File: src/rtl/timer_pkg.sv
// Shared constants for the memory-mapped machine timer: register offsets,
// CTRL bit positions, access-size encoding and the run-state enum.
package timer_pkg;

   localparam logic [2:0] OFF_MTIME_LO    = 3'd0;
   localparam logic [2:0] OFF_MTIME_HI    = 3'd1;
   localparam logic [2:0] OFF_MTIMECMP_LO = 3'd2;
   localparam logic [2:0] OFF_MTIMECMP_HI = 3'd3;
   localparam logic [2:0] OFF_CTRL        = 3'd4;
   localparam logic [2:0] OFF_PRESCALE    = 3'd5;
   localparam logic [2:0] OFF_STATUS      = 3'd6;
   localparam logic [2:0] OFF_RSVD        = 3'd7;

   localparam int CTRL_EN       = 0;
   localparam int CTRL_PERIODIC = 1;
   localparam int CTRL_IE       = 2;
   localparam int STATUS_PEND   = 0;

   localparam logic [2:0]  MEM_WORD     = 3'b010;
   localparam logic [63:0] MTIMECMP_RST = 64'hFFFF_FFFF_FFFF_FFFF;

   typedef enum logic {
      ST_IDLE = 1'b0,
      ST_RUN  = 1'b1
   } state_t;

   // Zero-extends a 3-bit field into a 32-bit read word.
   function automatic logic [31:0] zext3(input logic [2:0] v);
      return {29'd0, v};
   endfunction

endpackage

File: src/rtl/timer_intr_ctrl_prescaler.sv
// Prescale counter: while running, counts 0..i_prescale and emits a one-cycle
// tick on the terminal count; i_start restarts the count when the timer is enabled.
module prescaler (
   input  logic        clk,
   input  logic        rst,
   input  logic        i_run,
   input  logic        i_start,
   input  logic [15:0] i_prescale,
   output logic        o_tick
);

   logic [15:0] r_cnt;
   logic        w_term;

   assign w_term = (r_cnt == i_prescale);
   assign o_tick = i_run & w_term;

   // Count register: cleared on start, held while idle, wraps on terminal count.
   always_ff @(posedge clk or negedge rst) begin
      if (!rst) begin
         r_cnt <= 16'd0;
      end else if (i_start) begin
         r_cnt <= 16'd0;
      end else if (i_run) begin
         r_cnt <= w_term ? 16'd0 : (r_cnt + 16'd1);
      end else begin
         r_cnt <= r_cnt;
      end
   end

endmodule

File: src/rtl/timer_intr_ctrl.sv
// Memory-mapped 64-bit machine timer with compare interrupt, optional
// periodic reload and a 16-bit prescaler; word-only writes, zero-latency reads.
module timer_intr_ctrl
   import timer_pkg::*;
#(
   parameter logic [31:0] BASE_ADDR = 32'h0000_2000
)(
   input  logic        clk,
   input  logic        rst,
   input  logic        rd_en,
   input  logic        wr_en,
   input  logic [31:0] addr,
   input  logic [31:0] wdata,
   input  logic [2:0]  mem_mode,
   output logic [31:0] out_data,
   output logic        t_intr
);

   state_t      r_state;
   logic [63:0] r_mtime;
   logic [63:0] r_mtimecmp;
   logic [2:0]  r_ctrl;
   logic [15:0] r_prescale;
   logic        r_pend;
   logic        r_t_intr;

   logic        w_hit;
   logic [2:0]  w_off;
   logic        w_wr;
   logic        w_wr_mtlo;
   logic        w_wr_mthi;
   logic        w_wr_cmplo;
   logic        w_wr_cmphi;
   logic        w_wr_ctrl;
   logic        w_wr_presc;
   logic        w_wr_status;
   logic        w_run;
   logic        w_start;
   logic        w_tick;
   logic        w_reload;
   logic        w_pend_set;
   logic        w_pend_clr;
   logic        w_unused;

   assign w_hit    = (addr[31:5] == BASE_ADDR[31:5]);
   assign w_off    = addr[4:2];
   assign w_unused = ^addr[1:0];

   assign w_wr        = wr_en & w_hit & (mem_mode == MEM_WORD);
   assign w_wr_mtlo   = w_wr & (w_off == OFF_MTIME_LO);
   assign w_wr_mthi   = w_wr & (w_off == OFF_MTIME_HI);
   assign w_wr_cmplo  = w_wr & (w_off == OFF_MTIMECMP_LO);
   assign w_wr_cmphi  = w_wr & (w_off == OFF_MTIMECMP_HI);
   assign w_wr_ctrl   = w_wr & (w_off == OFF_CTRL);
   assign w_wr_presc  = w_wr & (w_off == OFF_PRESCALE);
   assign w_wr_status = w_wr & (w_off == OFF_STATUS);

   assign w_run   = (r_state == ST_RUN);
   assign w_start = (r_state == ST_IDLE) & w_wr_ctrl & wdata[CTRL_EN];

   // Reload compares the pre-tick value, so MTIME visits MTIMECMP for a full tick period.
   assign w_reload   = r_ctrl[CTRL_PERIODIC] & (r_mtime == r_mtimecmp);
   assign w_pend_set = w_run & ((r_mtime >= r_mtimecmp) | (w_tick & w_reload));
   assign w_pend_clr = (w_wr_status & wdata[STATUS_PEND]) | w_wr_cmplo | w_wr_cmphi;

   prescaler u_prescaler (
      .clk        (clk),
      .rst        (rst),
      .i_run      (w_run),
      .i_start    (w_start),
      .i_prescale (r_prescale),
      .o_tick     (w_tick)
   );

   // Run-state FSM: follows the EN bit as written by software.
   always_ff @(posedge clk or negedge rst) begin
      if (!rst) begin
         r_state <= ST_IDLE;
      end else begin
         case (r_state)
            ST_IDLE: r_state <= (w_wr_ctrl &  wdata[CTRL_EN]) ? ST_RUN  : ST_IDLE;
            ST_RUN:  r_state <= (w_wr_ctrl & ~wdata[CTRL_EN]) ? ST_IDLE : ST_RUN;
            default: r_state <= ST_IDLE;
         endcase
      end
   end

   // Software-only configuration registers.
   always_ff @(posedge clk or negedge rst) begin
      if (!rst) begin
         r_mtimecmp <= MTIMECMP_RST;
         r_ctrl     <= 3'd0;
         r_prescale <= 16'd0;
      end else begin
         if (w_wr_cmplo) r_mtimecmp[31:0]  <= wdata;
         if (w_wr_cmphi) r_mtimecmp[63:32] <= wdata;
         if (w_wr_ctrl)  r_ctrl            <= wdata[2:0];
         if (w_wr_presc) r_prescale        <= wdata[15:0];
      end
   end

   // MTIME: a software write to either half beats the same-cycle tick.
   always_ff @(posedge clk or negedge rst) begin
      if (!rst) begin
         r_mtime <= 64'd0;
      end else if (w_wr_mtlo) begin
         r_mtime <= {r_mtime[63:32], wdata};
      end else if (w_wr_mthi) begin
         r_mtime <= {wdata, r_mtime[31:0]};
      end else if (w_tick) begin
         r_mtime <= w_reload ? 64'd0 : (r_mtime + 64'd1);
      end else begin
         r_mtime <= r_mtime;
      end
   end

   // Pending flag and registered interrupt; a set in the same cycle beats a clear.
   always_ff @(posedge clk or negedge rst) begin
      if (!rst) begin
         r_pend   <= 1'b0;
         r_t_intr <= 1'b0;
      end else begin
         if (w_pend_set) begin
            r_pend <= 1'b1;
         end else if (w_pend_clr) begin
            r_pend <= 1'b0;
         end else begin
            r_pend <= r_pend;
         end
         r_t_intr <= r_pend & r_ctrl[CTRL_IE];
      end
   end

   assign t_intr = r_t_intr;

   // Zero-latency read mux.
   always_comb begin
      out_data = 32'd0;
      if (rd_en & w_hit) begin
         case (w_off)
            OFF_MTIME_LO:    out_data = r_mtime[31:0];
            OFF_MTIME_HI:    out_data = r_mtime[63:32];
            OFF_MTIMECMP_LO: out_data = r_mtimecmp[31:0];
            OFF_MTIMECMP_HI: out_data = r_mtimecmp[63:32];
            OFF_CTRL:        out_data = zext3(r_ctrl);
            OFF_PRESCALE:    out_data = {16'd0, r_prescale};
            OFF_STATUS:      out_data = {31'd0, r_pend};
            default:         out_data = 32'd0;
         endcase
      end else begin
         out_data = 32'd0;
      end
   end

endmodule

File: config.mk
export PLATFORM = sky130hd
export DESIGN_NAME = timer_intr_ctrl
export DESIGN_NICKNAME = d
export VERILOG_FILES = /design/src/rtl/timer_pkg.sv /design/src/rtl/timer_intr_ctrl_prescaler.sv /design/src/rtl/timer_intr_ctrl.sv
export SDC_FILE = /design/constraint.sdc
export NUM_CORES = 1
export LEC_CHECK = 0
export CORE_AREA = 2 2 138 140
export DETAILED_ROUTE_END_ITERATION = 6
export DIE_AREA = 0 0 140 142
export PLACE_DENSITY = 0.85
export SYNTH_ARGS = -nofsm -noshare
export SYNTH_HDL_FRONTEND = slang
export SYNTH_SLANG_ARGS = --single-unit
File: constraint.sdc
create_clock -name clk -period 7.5 [get_ports clk]
set_input_delay 1.5 -clock clk [delete_from_list [all_inputs] [get_ports clk]]
set_output_delay 1.5 -clock clk [all_outputs]
set_load 0.05 [all_outputs]
### Word level (Yosys, flattened, before mapping)

Cells that the tools add are included.

* add/sub/neg operators: 2
* $lt $le $gt $ge: 1
* equality and inequality tests: 11
* multiplexer cells: 14
* bitwise operators: 26
* reductions and logical operators: 7

Operators with widths (number)
* 32-bit case mux with 7 select lines: 1
* 64-bit 2-to-1 mux: 3
* 64-bit by 1-bit adder with 64-bit output (second input constant): 1
* 64-bit equality test: 1
* 64-bit >= comparator: 1
* 32-bit 2-to-1 mux: 2
* 16-bit 2-to-1 mux: 3
* 27-bit by 9-bit equality test with 1-bit output (second input constant): 1
* 1-bit AND: 20
* 16-bit by 1-bit adder with 16-bit output (second input constant): 1
* 16-bit equality test: 1
* 3-bit by 2-bit equality test with 1-bit output (second input constant): 3
* 3-bit equality test (second input constant): 3
* 2-bit nonzero test: 4
* 1-bit 2-to-1 mux: 4
* 2-bit AND reduction: 2
* 3-bit by 1-bit equality test with 1-bit output (second input constant): 1
* 3-bit zero test: 1
* 1-bit NOT: 3
* 1-bit bitwise OR: 3
* 2-bit inequality test (second input constant): 1
* 1-bit case mux with 2 select lines: 1

* register bits: 166
* input port bits: 71
* output and inout bits: 33
* word-level logic and storage cells: 71

### Logic depth before layout (Yosys ltp)

* depth in word-level cells: 9
* mapped depth: 10
* depth with buffers taken out: 9

### Modules after synthesis

A second synthesis with hierarchy kept.

* cell total of the unflattened synthesis: 1351
* area total of the unflattened synthesis: 11405.9 µm²

By module, submodules not included
* timer_intr_ctrl: times used 1, cells each 1247, area each 10356.2 µm², sequential area each 3808.7 µm²
* prescaler: times used 1, cells each 104, area each 1049.8 µm², sequential area each 400.4 µm²

### Worst setup path before layout

No wires, ideal clock.

* kind: input to output
* start: in addr[2]
* end: out out_data[1]
* arrival time: 3.597 ns
* required time: 6.000 ns
* slack: 2.403 ns
* cell stages on the path: 6
* path buffers: 3
* cells stage by stage: buf_2 buf_2 buf_1 a22oi_1 or2_2 a21oi_1

* word-level cells in the longest chain between the ends: 3
* elaborated cells between the ends (all ways): 9
* those cells by class: 6 x eq/ne; 2 x mux; 1 x reduce/logical

RTL lines
* from (decl): RTL line timer_intr_ctrl.sv:12 `input logic [31:0] addr,`
* 3-bit equality test (tied with other cells): RTL line timer_intr_ctrl.sv:140 `case (w_off)`
* 32-bit case mux with 7 select lines *: RTL line timer_intr_ctrl.sv:140
* 32-bit 2-to-1 mux *: RTL line timer_intr_ctrl.sv:139 `if (rd_en & w_hit) begin`
* to (decl): RTL line timer_intr_ctrl.sv:15 `output logic [31:0] out_data,`

Mark *: on every way between the ends. The rest lies on a longest branch, timed or not.

### Final worst setup path

* start: in addr[4]
* end: out out_data[1]

Same word-level chain as after synthesis.

==> flow_summary_export.csv <==
group,metric,value,unit
global_route,grt_overflow,0,
synthesis,syn_avg_cell_area,8.521,µm²
cts,cts_sinks,165,
die,dieArea,19880,µm²
synthesis,ys.flop_type,"dfrtp_1",
drt,wl_per_cell,21.06,µm
die,row_count,50,
timing,grt_setup_unrepaired,"false",
die,die_h,142,µm
place,gp_congestion,0.9492,
worst_hold_path,hold_path.startpoint,"r_mtimecmp[59]$_DFFE_PN1P_",
cts,cts_buffer_depth,2,
synthesis,yosysTopAreaCell,"dfrtp_1",
place,post-dp-hpwl,24290,µm
drt,via_per_inst,6.740,
synthesis,synth_compound_area_share,19.65,%
synthesis,muxShareOfSynthArea,7.182,%
worst_hold_path,hp-class,"reg -> reg",
timing,period_needed,6.069,ns
worst_setup_path,critPathMaxFanout,34,
global_route,grt_max_degree,65,
global_route,use_met2,55.87,%
synthesis,synth-xor-area-share,1.542,%
synthesis,syn_inst,1333,
timing,fmax,0.1648,GHz
power,ir_worst_vdd,0.1771,mV
layout,antenna_cells,0,
cts,cts_tree,"built",
timing,tns,0,ns
power,powerDensity,145.8,nW/µm²
timing,worstMarginPinSlew,1.156,ns
die,core,18460,µm²
global_route,top_usage_layer,"met2",
synthesis,synth_top_family_by_area,"simple AND/OR/NAND/NOR gates",
global_route,use_met3,7.806,%
drt,drtIter0Drc,1409,
power,p_leak,5.590,nW
cts,post-cts-setup-buffer-count,0,
synthesis,synth_nets,1470,
worst_hold_path,min_to,"r_mtimecmp[59]$_DFFE_PN1P_",
drt,dr.pass1.iters,7,
global_route,grt_antenna_before_repair,0,
worst_setup_path,path_class,"in -> out",
synthesis,synth_top_area_share,22.25,%
cts,cts_made_buffers,17,
synthesis,synth-simple-area-share,21.82,%
die,initial_core_util,61.55,%
timing,hold_viol_final,0,
worst_setup_path,start_kind,"input pin",
worst_setup_path,cp.arrival,4.57,ns
worst_hold_path,hold_depth,2,
drt,routed_wl,34610,µm
global_route,grt_pass1_vias,10370,
cts,clk_pin_slew,0.07,ns
run_status,status,"finished with violations",
layout,nets,1533,
timing,fin_crit_sh,80.92,%
global_route,grt_pass1_wl,55190,µm
worst_setup_path,r2r_end,"r_mtime[3]$_DFFE_PN0P_",
drt,vias,11070,
worst_setup_path,crit_start,"addr[4]",
cts,cts-root-buf,"clkbuf_16",
synthesis,syn-cell-area,11360,µm²
synthesis,synth_area_leaders,"dfrtp_1 (22%), dfstp_2 (15%), o21ai_0 (9.1%), ha_1 (7.3%), mux4_2 (4.8%)",
cts,cts_resized,0,
run_status,violations,"DRC",
worst_setup_path,ff2ff_setup_slack,3.77,ns
cts,clk_latency,0.45,ns
power,power,1.907,mW
worst_setup_path,worstPathRequired,6.00,ns
synthesis,yosysWarningCount,0,
synthesis,async_flop_share,100.0,%
worst_setup_path,ff2ff_path_depth,9,
place,numPortBuffers,101,
layout,drive_above_1_share,12.78,%
run,cap_violations,0,
timing,setup_viol,0,
timing,slew_headroom,22.83,%
global_route,use_met1,47.51,%
die,die_w,140,µm
layout,synthToLayoutAreaGrowth,15.16,%
synthesis,yosysUniqueCellTypes,68,
global_route,grt_use_total,35.19,%
place,dp_cells,1611,
synthesis,ys_seq_area_share,37.06,%
cts,cts-htree-levels,4,
drt,antenna_left,0,
drt,remaining_drc_errors,12,
die,ios,104,
synthesis,yosys.area_share.adder,7.270,%
worst_setup_path,r2r_start,"r_mtime[21]$_DFFE_PN0P_",
timing,clock_skew,0.01021,ns
timing,report.final.slew_viol_count,0,
synthesis,ys_ff_latch,165,
layout,instances_no_fill,1643,
cts,ctsHoldBuffers,0,
synthesis,synth-edff-count,0,
worst_setup_path,critPathCaptureType,"primary output",
==> metal layers <==
| metal | vias up | share of wire [%] |
|---|---|---|
| li1 | 4987 | - |
| met1 | 5292 | 41 |
| met2 | 683 | 46 |
| met3 | 112 | 9.5 |
| met4 | 0 | 3.3 |
| met5 | - | 0 |
==> cell type report <==
class / instances / area, µm²
multi-input combinational: 1011 / 6554
fill: 1370 / 5375
sequential: 165 / 4209
timing repair buffer: 116 / 1115
clock buffer: 19 / 442.9
inverter: 85 / 319.1
tap: 234 / 292.8
clock inverter: 13 / 147.6
==> cells in the final DEF, fill, tap and decap left out, types with 4 or more instances in the layout <==
cell type        Yosys  layout
a21o_1               9       9
a21oi_1             83      83
a221oi_1             7       7
a22oi_1             18      18
a31oi_1             13      13
a32oi_1             16      16
and2_1               7       7
and3_1              16      16
buf_4                0      15
clkbuf_16            0      17
clkdlybuf4s50_1      0      98
clkinvlp_4           0       4
dfrtp_1            101     101
dfstp_2             64      64
ha_1                66      66
inv_1               85      85
mux2_2              20      20
mux2i_1              5       5
mux4_2              24      24
nand2_1            128     128
nand2b_1             8       8
nand3_1             42      42
nand4_1             39      39
nor2_1             114     114
nor2b_1             33      33
nor3_1              38      38
nor4_1              28      28
o21ai_0            206     206
o21ai_1              4       4
o22ai_1              5       4
o31ai_1              4       4
xnor2_1             17      17
==> registers in the layout, summed over array words and instances, names as in the netlist <==
register and flops:
r_ctrl 3, r_mtime 64, r_mtimecmp 64, r_pend 1
r_prescale 16, t_intr 1, u_prescaler.r_cnt 16
==> cells by family after synthesis <==
logic type,count (synthesis)
adder cells (fa/ha/maj),66
XOR/XNOR,20
buffers and inverters,157
AO/OA/AOI/OAI,388
flip-flops,165
AND/OR/NAND/NOR,488
multiplexers,49
==> power breakdown <==
part | total, mW | switching (mW) | internal [mW] | leakage [nW]
sequential | 0.892 | 0.000272 | 0.892 | 2.05
clock | 0.897 | 0.394 | 0.502 | 0.277
combinational | 0.118 | 0.0657 | 0.0526 | 3.26
==> Yosys cell counts, drive strengths merged (8+ instances only) <==
cell type	instances
o21ai	211
nand2	128
nor2	116
dfrtp	101
inv	85
a21oi	83
ha	66
dfstp	64
clkbuf	47
nor3	43
nand3	42
nand4	40
nor2b	33
nor4	30
buf	25
mux4	24
mux2	20
a22oi	18
xnor2	17
a32oi	16
and3	16
a31oi	13
a21o	9
nand2b	8
==> worst max-delay path, stage by stage <==
cell and delay [ns]:
clkdlybuf4s50_1 0.46, buf_4 0.43, nor2b_1 0.22, and2_1 0.63
a222oi_1 0.26, a21oi_1 0.23, clkdlybuf4s50_1 0.84
==> worst max path at each step <==
stage / endpoint / slack [ns]
6_report: out_data[1] / 1.43
5_1_grt: out_data[1] / 1.28
4_1_cts: out_data[1] / 1.50
3_5_place_dp: out_data[1] / 1.52
3_3_place_gp: out_data[1] / 1.57
2_1_floorplan: out_data[1] / 2.40
==> through the flow <==
stage / hold WS [ns] / utilization, % / area (µm²) / worst slack (ns)
2_1_floorplan: 0.4666 / - / 11360 / 2.403
3_3_place_gp: 0.4965 / 67.67 / 12490 / 1.570
3_5_place_dp: 0.5012 / 67.67 / 12490 / 1.523
4_1_cts: 0.5165 / 70.87 / 13080 / 1.504
5_1_grt: 0.5316 / 70.87 / 13080 / 1.282
6_report: 0.5130 / 70.87 / 13080 / 1.431
Note: power is estimated with default switching activity, not from simulation.
